`src/rtl/pattern_pkg.sv`:
```
// Shared constants and the case-fold helper for the stream pattern matcher.
package pattern_pkg;

  localparam int CHAR_W = 8;

  localparam logic [CHAR_W-1:0] FOLD_LO  = 8'h41;
  localparam logic [CHAR_W-1:0] FOLD_HI  = 8'h5A;
  localparam logic [CHAR_W-1:0] FOLD_OFS = 8'h20;

  function automatic logic [CHAR_W-1:0] fold_char(input logic [CHAR_W-1:0] c,
                                                  input logic              nocase);
    logic [CHAR_W-1:0] r;
    if (nocase && (c >= FOLD_LO) && (c <= FOLD_HI)) begin
      r = c + FOLD_OFS;
    end else begin
      r = c;
    end
    return r;
  endfunction

endpackage

```
`src/rtl/pattern_cmp.sv`:
```
// Combinational compare of the newest-first byte window against the pattern.
module pattern_cmp
  import pattern_pkg::*;
#(
  parameter int MAX_LEN = 8,
  parameter int LEN_W   = $clog2(MAX_LEN + 1)
) (
  input  logic [MAX_LEN*CHAR_W-1:0] window,
  input  logic [MAX_LEN*CHAR_W-1:0] pattern,
  input  logic [LEN_W-1:0]          len,
  input  logic                      nocase,
  output logic                      hit
);

  logic [MAX_LEN-1:0] eq_s;
  int                 len_s;
  int                 sel_s;
  logic               len_ok_s;

  // Pattern byte i pairs with the window byte (len-1-i) positions back.
  always_comb begin
    eq_s     = '1;
    sel_s    = 0;
    len_s    = int'(len);
    len_ok_s = (len_s >= 1) && (len_s <= MAX_LEN);
    for (int i = 0; i < MAX_LEN; i++) begin
      sel_s   = (len_ok_s && (i < len_s)) ? (len_s - 1 - i) : 0;
      eq_s[i] = (i >= len_s) ||
                (fold_char(pattern[i*CHAR_W +: CHAR_W], nocase) ==
                 fold_char(window[sel_s*CHAR_W +: CHAR_W], nocase));
    end
    hit = len_ok_s && (&eq_s);
  end

endmodule

```
`src/rtl/stream_pattern_matcher.sv`:
```
// Byte-stream pattern detector: echoes the stream one cycle late with an aligned match pulse.
module stream_pattern_matcher
  import pattern_pkg::*;
#(
  parameter int  MAX_LEN = 8,
  parameter int  CNT_W   = 16,
  localparam int LEN_W   = $clog2(MAX_LEN + 1)
) (
  input  logic                      clk,
  input  logic                      rst,
  input  logic                      in_valid,
  input  logic [7:0]                in_data,
  input  logic                      cfg_load,
  input  logic [MAX_LEN*8-1:0]      cfg_pattern,
  input  logic [LEN_W-1:0]          cfg_len,
  input  logic                      cfg_nocase,
  input  logic                      cfg_overlap,
  output logic                      out_valid,
  output logic [7:0]                out_data,
  output logic                      match,
  output logic [CNT_W-1:0]          match_idx,
  output logic [CNT_W-1:0]          match_cnt
);

  localparam int HIST_W = (MAX_LEN - 1) * CHAR_W;

  logic [MAX_LEN*CHAR_W-1:0] cfg_pattern_r;
  logic [LEN_W-1:0]          cfg_len_r;
  logic                      cfg_nocase_r;
  logic                      cfg_overlap_r;
  // Only MAX_LEN-1 past bytes are stored; the live byte completes the window.
  logic [HIST_W-1:0]         hist_r;
  logic [LEN_W-1:0]          fill_r;
  logic [CNT_W-1:0]          idx_r;

  logic [MAX_LEN*CHAR_W-1:0] window_s;
  logic                      cmp_hit_s;
  logic                      fill_ok_s;
  logic                      hit_s;
  logic [LEN_W-1:0]          fill_inc_s;
  logic [CNT_W-1:0]          cnt_inc_s;

  assign window_s = {hist_r, in_data};

  pattern_cmp #(
    .MAX_LEN (MAX_LEN),
    .LEN_W   (LEN_W)
  ) u_cmp (
    .window  (window_s),
    .pattern (cfg_pattern_r),
    .len     (cfg_len_r),
    .nocase  (cfg_nocase_r),
    .hit     (cmp_hit_s)
  );

  // Qualify the raw compare with fill depth and the load-wins rule.
  always_comb begin
    fill_ok_s  = ({1'b0, fill_r} + {{LEN_W{1'b0}}, 1'b1}) >= {1'b0, cfg_len_r};
    hit_s      = in_valid && !cfg_load && fill_ok_s && cmp_hit_s;
    fill_inc_s = (fill_r == LEN_W'(MAX_LEN)) ? fill_r : (fill_r + {{(LEN_W-1){1'b0}}, 1'b1});
    cnt_inc_s  = (&match_cnt) ? match_cnt : (match_cnt + {{(CNT_W-1){1'b0}}, 1'b1});
  end

  // Config, history, counters and output registers.
  always_ff @(posedge clk) begin
    if (rst) begin
      cfg_pattern_r <= '0;
      cfg_len_r     <= '0;
      cfg_nocase_r  <= 1'b0;
      cfg_overlap_r <= 1'b1;
      hist_r        <= '0;
      fill_r        <= '0;
      idx_r         <= '0;
      out_valid     <= 1'b0;
      out_data      <= 8'h00;
      match         <= 1'b0;
      match_idx     <= '0;
      match_cnt     <= '0;
    end else begin
      out_valid <= in_valid;
      out_data  <= in_data;
      match     <= hit_s;
      if (cfg_load) begin
        cfg_pattern_r <= cfg_pattern;
        cfg_len_r     <= cfg_len;
        cfg_nocase_r  <= cfg_nocase;
        cfg_overlap_r <= cfg_overlap;
        hist_r        <= '0;
        fill_r        <= '0;
        idx_r         <= '0;
        match_cnt     <= '0;
      end else if (in_valid) begin
        hist_r <= window_s[HIST_W-1:0];
        idx_r  <= idx_r + {{(CNT_W-1){1'b0}}, 1'b1};
        if (hit_s) begin
          match_idx <= idx_r;
          match_cnt <= cnt_inc_s;
          // Non-overlap mode forgets consumed bytes so they cannot seed another match.
          fill_r    <= cfg_overlap_r ? fill_inc_s : '0;
        end else begin
          fill_r    <= fill_inc_s;
        end
      end else begin
        fill_r <= fill_r;
      end
    end
  end

endmodule

```
`config.mk`:
```
export PLATFORM = sky130hd
export DESIGN_NAME = stream_pattern_matcher
export DESIGN_NICKNAME = d
export VERILOG_FILES = /design/src/rtl/pattern_pkg.sv /design/src/rtl/pattern_cmp.sv /design/src/rtl/stream_pattern_matcher.sv
export SDC_FILE = /design/constraint.sdc
export NUM_CORES = 1
export LEC_CHECK = 0
export ABC_AREA = 1
export BUFFER_PORTS_ARGS = -buffer_cell sky130_fd_sc_hd__buf_2
export CAP_MARGIN = 20
export CORE_UTILIZATION = 25
export DETAILED_ROUTE_END_ITERATION = 6
export GPL_ROUTABILITY_DRIVEN = 0
export SYNTH_ARGS = -nofsm -noshare
export SYNTH_HDL_FRONTEND = slang
export SYNTH_HIERARCHICAL = 1
export SYNTH_SLANG_ARGS = --single-unit
export TNS_END_PERCENT = 100
```
`constraint.sdc`:
```
create_clock -name clk -period 6.5 [get_ports clk]
set_input_delay 0.65 -clock clk [delete_from_list [all_inputs] [get_ports clk]]
set_output_delay 0.65 -clock clk [all_outputs]
set_load 0.02 [all_outputs]
```
* Word-level counts from Yosys, hierarchy flattened
Cells that the tools add are included.
** Cells by class
- Magnitude comparators :: 51
- Equal/unequal tests :: 9
- Muxes and demuxes :: 27
- Shifts and indexed selects :: 8
- Add/subtract/negate cells :: 28
- Reduce and logical (&&, ||, !) cells :: 59
- Bitwise logic cells :: 2
** Operator list (count)
- $shiftx 64x32->8 :: 8
- $mux 29 :: 8
- $add 8x6->8 const B :: 16
- $ge 8x7->1 const B :: 16
- $le 8x7->1 const B :: 16
- $mux 8 :: 16
- $eq 8x8->1 :: 8
- $logic_and 1x1->1 :: 45
- $add 16x1->16 const B :: 2
- $sub 5x4->6 const B :: 4
- $ge 3x4->1 const A :: 4
- $lt 3x4->1 const A :: 4
- $reduce_and 16->1 :: 1
- $mux 4 :: 3
- $sub 5x3->6 const B :: 2
- $ge 1x4->1 const A :: 2
- $ge 2x4->1 const A :: 2
- $logic_or 1x1->1 :: 8
- $lt 1x4->1 const A :: 2
- $lt 2x4->1 const A :: 2
- $reduce_and 8->1 :: 1
- $reduce_and 3->1 :: 2
- $sub 5x2->6 const B :: 1
- $add 4x1->5 const B :: 1
- other kinds (9) :: 10
** Word-level totals
- Input bits :: 82
- Bits in registers :: 188

* Longest topological paths before layout
- Word-level depth :: 15
- Depth in mapped cells :: 36

* Hierarchy
Netlist, hierarchy kept.
** Modules (own cells, without submodules)
- pattern_cmp :: sequential area each 0.0 um2, cells each 1706, instances 1, area each 8453.1 um2
- stream_pattern_matcher :: sequential area each 3763.6 um2, cells each 930, instances 1, area each 7105.6 um2

* Worst setup path before layout
Ideal clock, no wire load.
- Path type :: flip-flop to flip-flop
- From :: reg cfg_len_r[0]
- To :: reg match_idx[5]
- Stages on the path, launching flop included :: 33
- Library setup time :: 0.064 ns
- Path slack :: 1.939 ns
- Path buffers :: 6
- Data required time :: 6.436 ns
- Data arrival time :: 4.497 ns
- Path through :: dfxtp_1 > inv_2 > buf_2 > clkbuf_1 > ha_1 > buf_2 > inv_2 > nand2_1 > nand2_4 > inv_1 > nor2_4 > buf_6 > nand3_1 > nand3_1 > nand3_1 > inv_1 > ha_1 > nand3b_1 > nand2_1 > nand2_1 > nand2_1 > nand3_1 > nand2_1 > nand2_1 > nor2_1 > nand2_1 > nor2_1 > and3_2 > a21boi_2 > buf_4 > buf_6 > nor2_1 > nor2_1
** Between the ends
- Cells in the longest elaborated chain, start to end :: 15
** Ends and longest elaborated chain
- start, declared :: RTL line stream_pattern_matcher.sv:28 : logic [LEN_W-1:0] cfg_len_r;
- start signal, assigned :: RTL line stream_pattern_matcher.sv:85 : cfg_len_r <= cfg_len;
- branches (longest 12 deep; another with $ge 8x7->1)
- $logic_and 1x1->1 (*) :: RTL line pattern_cmp.sv:32 : hit = len_ok_s && (&eq_s);
- named net cmp_hit_s :: RTL line stream_pattern_matcher.sv:37 : logic cmp_hit_s;
- $logic_and 1x1->1 (*) :: RTL line stream_pattern_matcher.sv:59 : hit_s = in_valid && !cfg_load && fill_ok_s && cmp_hit_s;
- $reduce_and 3->1 (no line) (*)
- end signal, assigned :: RTL line stream_pattern_matcher.sv:96 : match_idx <= idx_r;
- end, declared :: RTL line stream_pattern_matcher.sv:21 : output logic [CNT_W-1:0] match_idx,
Mark *: on every way through the listed nets, which the timed path passes.
A chain may end at the register's enable or synchronous reset.

* Worst setup path in the final report
- From :: reg cfg_len_r[1]
- To :: reg match_cnt[15]
** Between the ends
- Cells in the longest elaborated chain, start to end :: 15
** Ends and longest elaborated chain
- branches (longest 12 deep; another with $ge 8x7->1)
- $logic_and 1x1->1 (*) :: RTL line pattern_cmp.sv:32
- named net cmp_hit_s :: RTL line stream_pattern_matcher.sv:37
- $logic_and 1x1->1 (*) :: RTL line stream_pattern_matcher.sv:59
- $reduce_and 3->1 (no line) (*)
- end signal, assigned :: RTL line stream_pattern_matcher.sv:97 : match_cnt <= cnt_inc_s;
- end, declared :: RTL line stream_pattern_matcher.sv:22 : output logic [CNT_W-1:0] match_cnt
Marked as above.

==> flow_summary.rst <==
.. list-table::
   :header-rows: 1

   * - Metric
     - Value
   * - Hold Crit Class
     - in2reg
   * - Wire length of the first global-routing pass
     - 94.6 mm
   * - Die height
     - 251 µm
   * - Critical Path End Type
     - register
   * - Post-CTS sizing
     - 0
   * - Portion of netlist area occupied by mux cells
     - 0%
   * - Top-level port count
     - 124
   * - Core ar.
     - 61600 µm²
   * - Setup Viol. Count Final
     - 0
   * - Final std cells w/o fill
     - 3530
   * - Detailed-router iteration count before antenna repair
     - 7
   * - Detailed-route wire length
     - 61.4 mm
   * - Number of routed nets with antenna violations
     - 0
   * - Simple logic cell fraction of the synthesized area
     - 46.0%
   * - Library cell occupying the most area in the post-synthesis netlist
     - sky130_fd_sc_hd__dfxtp_1
   * - Maximum Capacitance Violations
     - 0
   * - Status
     - complete, but fails checks
   * - Overall die width
     - 251 µm
   * - Total overflow reported by the global router
     - 0
   * - Half-perimeter wire length after detailed placement
     - 44.6 mm
   * - Cell at the root of the clock tree
     - sky130_fd_sc_hd__clkbuf_16
   * - Inst Count DP
     - 3497
   * - Net count reported at finish
     - 2797
   * - Maximum fanout encountered on the critical timing path
     - 18
   * - Post-synth EDFFs
     - 0
   * - Number of core rows
     - 91
   * - Cts bufs inserted
     - 17
   * - Post-synthesis share of cell area spent on xor and xnor gates
     - 2.87%
   * - Peak VDD IR
     - 0.191 mV
   * - Count of different cell masters after synthesis
     - 53
   * - Post-Syn Area per Cell
     - 5.90 µm²
   * - Residual DRC count
     - 1
   * - Post-layout min period
     - 5.59 ns
   * - Share of layout cells above drive strength 1
     - 10.1%
   * - Leakage power
     - 8.00 nW
   * - Worst-skew pair later-pin latency
     - 0.52 ns
   * - Detail-routed via count per cell
     - 4.98
   * - Area share of the leading cell type in the synthesized netlist
     - 24.2%
   * - Share of synthesized registers carrying an async set or reset
     - 0%
   * - Critical Path RT
     - 6.94 ns
   * - Setup repair after global routing missed its margin
     - false
   * - Setup Fix Bufs, Post-CTS
     - 0
   * - Total negative slack for setup checks
     - 0 ns
   * - TritonCTS clock tree
     - done
   * - Flip-flop and latch count after synthesis
     - 188
   * - Rel. slew slack
     - 32.3%
   * - Post-synthesis sequential area ratio
     - 24.2%
   * - Leading post-synthesis cells by instance count
     - 773 x sky130_fd_sc_hd__nand2_1, 390 x sky130_fd_sc_hd__nand3_1, 315 x sky130_fd_sc_hd__nor2_1, 245 x sky130_fd_sc_hd__inv_1, 188 x sky130_fd_sc_hd__dfxtp_1
   * - Maximum operating frequency
     - 179 MHz
   * - Routed length per instance
     - 17.4 µm
   * - Maximum number of pins on one net before global-route repair
     - 75
   * - Final Hold Fails
     - 0
   * - Number of warnings issued by yosys
     - 6
   * - Number of H-tree levels
     - 4
   * - Category of the worst setup path launch point
     - register
   * - Category of the most critical setup path
     - reg2reg
   * - Cell types with the largest area share after synthesis
     - sky130_fd_sc_hd__dfxtp_1 24%, sky130_fd_sc_hd__nand2_1 19%, sky130_fd_sc_hd__nand3_1 13%
   * - Flip-flop cell with the highest count after synthesis
     - sky130_fd_sc_hd__dfxtp_1
   * - Post-synthesis compound-gate area fraction
     - 13.5%
   * - Count leader, synth
     - sky130_fd_sc_hd__nand2_1
   * - Post-synthesis share of cell area spent on full adders, half adders and majority gates
     - 2.90%
   * - Worst hold margin
     - 0.362 ns
   * - Period utilisation layout
     - 86.0%
   * - Overall power of the completed layout
     - 0.00363 W
   * - Detailed Route Iter0 Violations
     - 2042
   * - Overall via count from detail_route
     - 17600
   * - Vias in the first global route
     - 16100
   * - Count of hold buffers inserted by post-cts repair
     - 0
   * - Starting Density
     - 25.3%
   * - Synth Instances
     - 2636
   * - CTS clk-pin slew, worst paths
     - 0.09 ns
   * - Overall track demand over capacity in global routing
     - 19.3%
   * - Power density of the placed cells
     - 209 nW/µm²
   * - Overall die area
     - 63200 µm²
   * - Worst-Margin Slew
     - 1.01 ns
   * - Bufs on Longest Clock Path
     - 2
   * - Signed area change from the synthesized netlist to the final layout
     - 11.5%
   * - Synth Cell Area
     - 15600 µm²
   * - Violations in the final reports
     - DRC
   * - Slew Viols, Final
     - 0
   * - Antenna violations before repair
     - 0
   * - Count of clock tree sinks
     - 188
   * - Worst path arrival time
     - 6.03 ns
   * - Largest family of logic cells by synthesized area
     - simple AND/OR/NAND/NOR gates
   * - Syn nets
     - 2754
   * - Setup clock skew after layout
     - 0.0308 ns
   * - Port Buffer Count
     - 123
-- logic make-up after synthesis --
group,Yosys count
compound gates,367
fa+ha+maj,36
buf+inv,383
xor+xnor,51
flops,188
simple gates,1611
-- critical path, stage by stage (launching register included) --
cell	delay [ns]
sky130_fd_sc_hd__dfxtp_1	0.55
sky130_fd_sc_hd__inv_1	0.14
sky130_fd_sc_hd__ha_1	0.62
sky130_fd_sc_hd__inv_2	0.20
sky130_fd_sc_hd__nand2_1	0.15
sky130_fd_sc_hd__nand2_4	0.13
sky130_fd_sc_hd__nor2_4	0.40
sky130_fd_sc_hd__inv_2	0.24
sky130_fd_sc_hd__nand2_1	0.10
sky130_fd_sc_hd__nand3_1	0.10
sky130_fd_sc_hd__a21boi_2	0.28
sky130_fd_sc_hd__nand3_1	0.11
sky130_fd_sc_hd__nor2_1	0.09
sky130_fd_sc_hd__nand2_1	0.09
sky130_fd_sc_hd__nor2_1	0.21
sky130_fd_sc_hd__nand2_1	0.11
sky130_fd_sc_hd__nand2_1	0.07
sky130_fd_sc_hd__nand2_1	0.05
sky130_fd_sc_hd__nand2_1	0.05
sky130_fd_sc_hd__nand3_1	0.18
sky130_fd_sc_hd__nand2_1	0.11
sky130_fd_sc_hd__nand3_1	0.20
sky130_fd_sc_hd__nor2_1	0.21
sky130_fd_sc_hd__and3_2	0.27
sky130_fd_sc_hd__nand2_1	0.33
sky130_fd_sc_hd__nor2_1	0.28
sky130_fd_sc_hd__nand2_1	0.08
sky130_fd_sc_hd__a21oi_1	0.11
-- stage by stage --
stage / util, % / area [µm²] / worst slack (ns)
finish: 28.2 / 17300 / 0.912
detailed placement: 27.1 / 16700 / 1.13
global placement: 27.1 / 16700 / 1.10
CTS: 28.1 / 17300 / 1.07
floorplan: - / 15600 / 1.94
global route: 28.1 / 17300 / 0.411
-- per-layer routing --
layer | track usage (%) | part of all wire [%] | wire length [µm] | vias up
met1 | 25.9 | 43 | 26500 | 7905
li1 | - | - | - | 8656
met5 | 0 | 0 | 0 | -
met4 | 9.81 | 4.4 | 2720 | 0
met3 | 4.91 | 10 | 6420 | 169
met2 | 28.5 | 42 | 25700 | 846
-- final cells by class --
cell class | instances | area, µm²
multi-input cells | 2065 | 10200
clock inverters | 15 | 203
well taps | 837 | 1050
diodes | 1 | 2.50
repair buffers | 140 | 743
flip-flops and latches | 188 | 3760
fillers | 7040 | 44300
clock buffers | 17 | 425
inverters | 267 | 1000
-- placed cells by master, fill, tap and decap left out, types with 17 or more instances in the layout --
cell,n
sky130_fd_sc_hd__nand2_1,773
sky130_fd_sc_hd__a21oi_1,108
sky130_fd_sc_hd__inv_1,244
sky130_fd_sc_hd__nand3_1,390
sky130_fd_sc_hd__o211ai_1,69
sky130_fd_sc_hd__nor2_1,314
sky130_fd_sc_hd__buf_4,17
sky130_fd_sc_hd__inv_2,19
sky130_fd_sc_hd__dfxtp_1,188
sky130_fd_sc_hd__buf_2,123
sky130_fd_sc_hd__xor2_1,39
sky130_fd_sc_hd__ha_1,36
sky130_fd_sc_hd__clkbuf_16,17
sky130_fd_sc_hd__o21ai_0,159
sky130_fd_sc_hd__nand4_1,29
-- power by group --
group | switching [W] | total (W) | leakage, nW | internal, W
Sequential | 0.0000537 | 0.00124 | 1.54 | 0.00119
Combinational | 0.000868 | 0.00126 | 6.16 | 0.000388
Clock | 0.000600 | 0.00113 | 0.303 | 0.000531
-- sequential cells by signal (all words and copies together), names as in the netlist --
name and flops:
out_valid 1, idx_r 16, match_cnt 16, cfg_pattern_r 64
hist_r 56, cfg_len_r 4, match_idx 16, out_data 8
cfg_nocase_r 1, cfg_overlap_r 1, fill_r 4, match 1
-- final timing paths --
kind	startpoint	slack, ns	end	cells past startpoint
hold reg to reg	cfg_overlap_r	0.48	cfg_overlap_r	2
hold / removal	cfg_pattern[47]	0.36	cfg_pattern_r[47]	3
setup reg to reg	cfg_len_r[1]	0.91	match_cnt[15]	27
setup / recovery	cfg_len_r[1]	0.91	match_cnt[15]	27
Power figures use the tool's default switching activity.
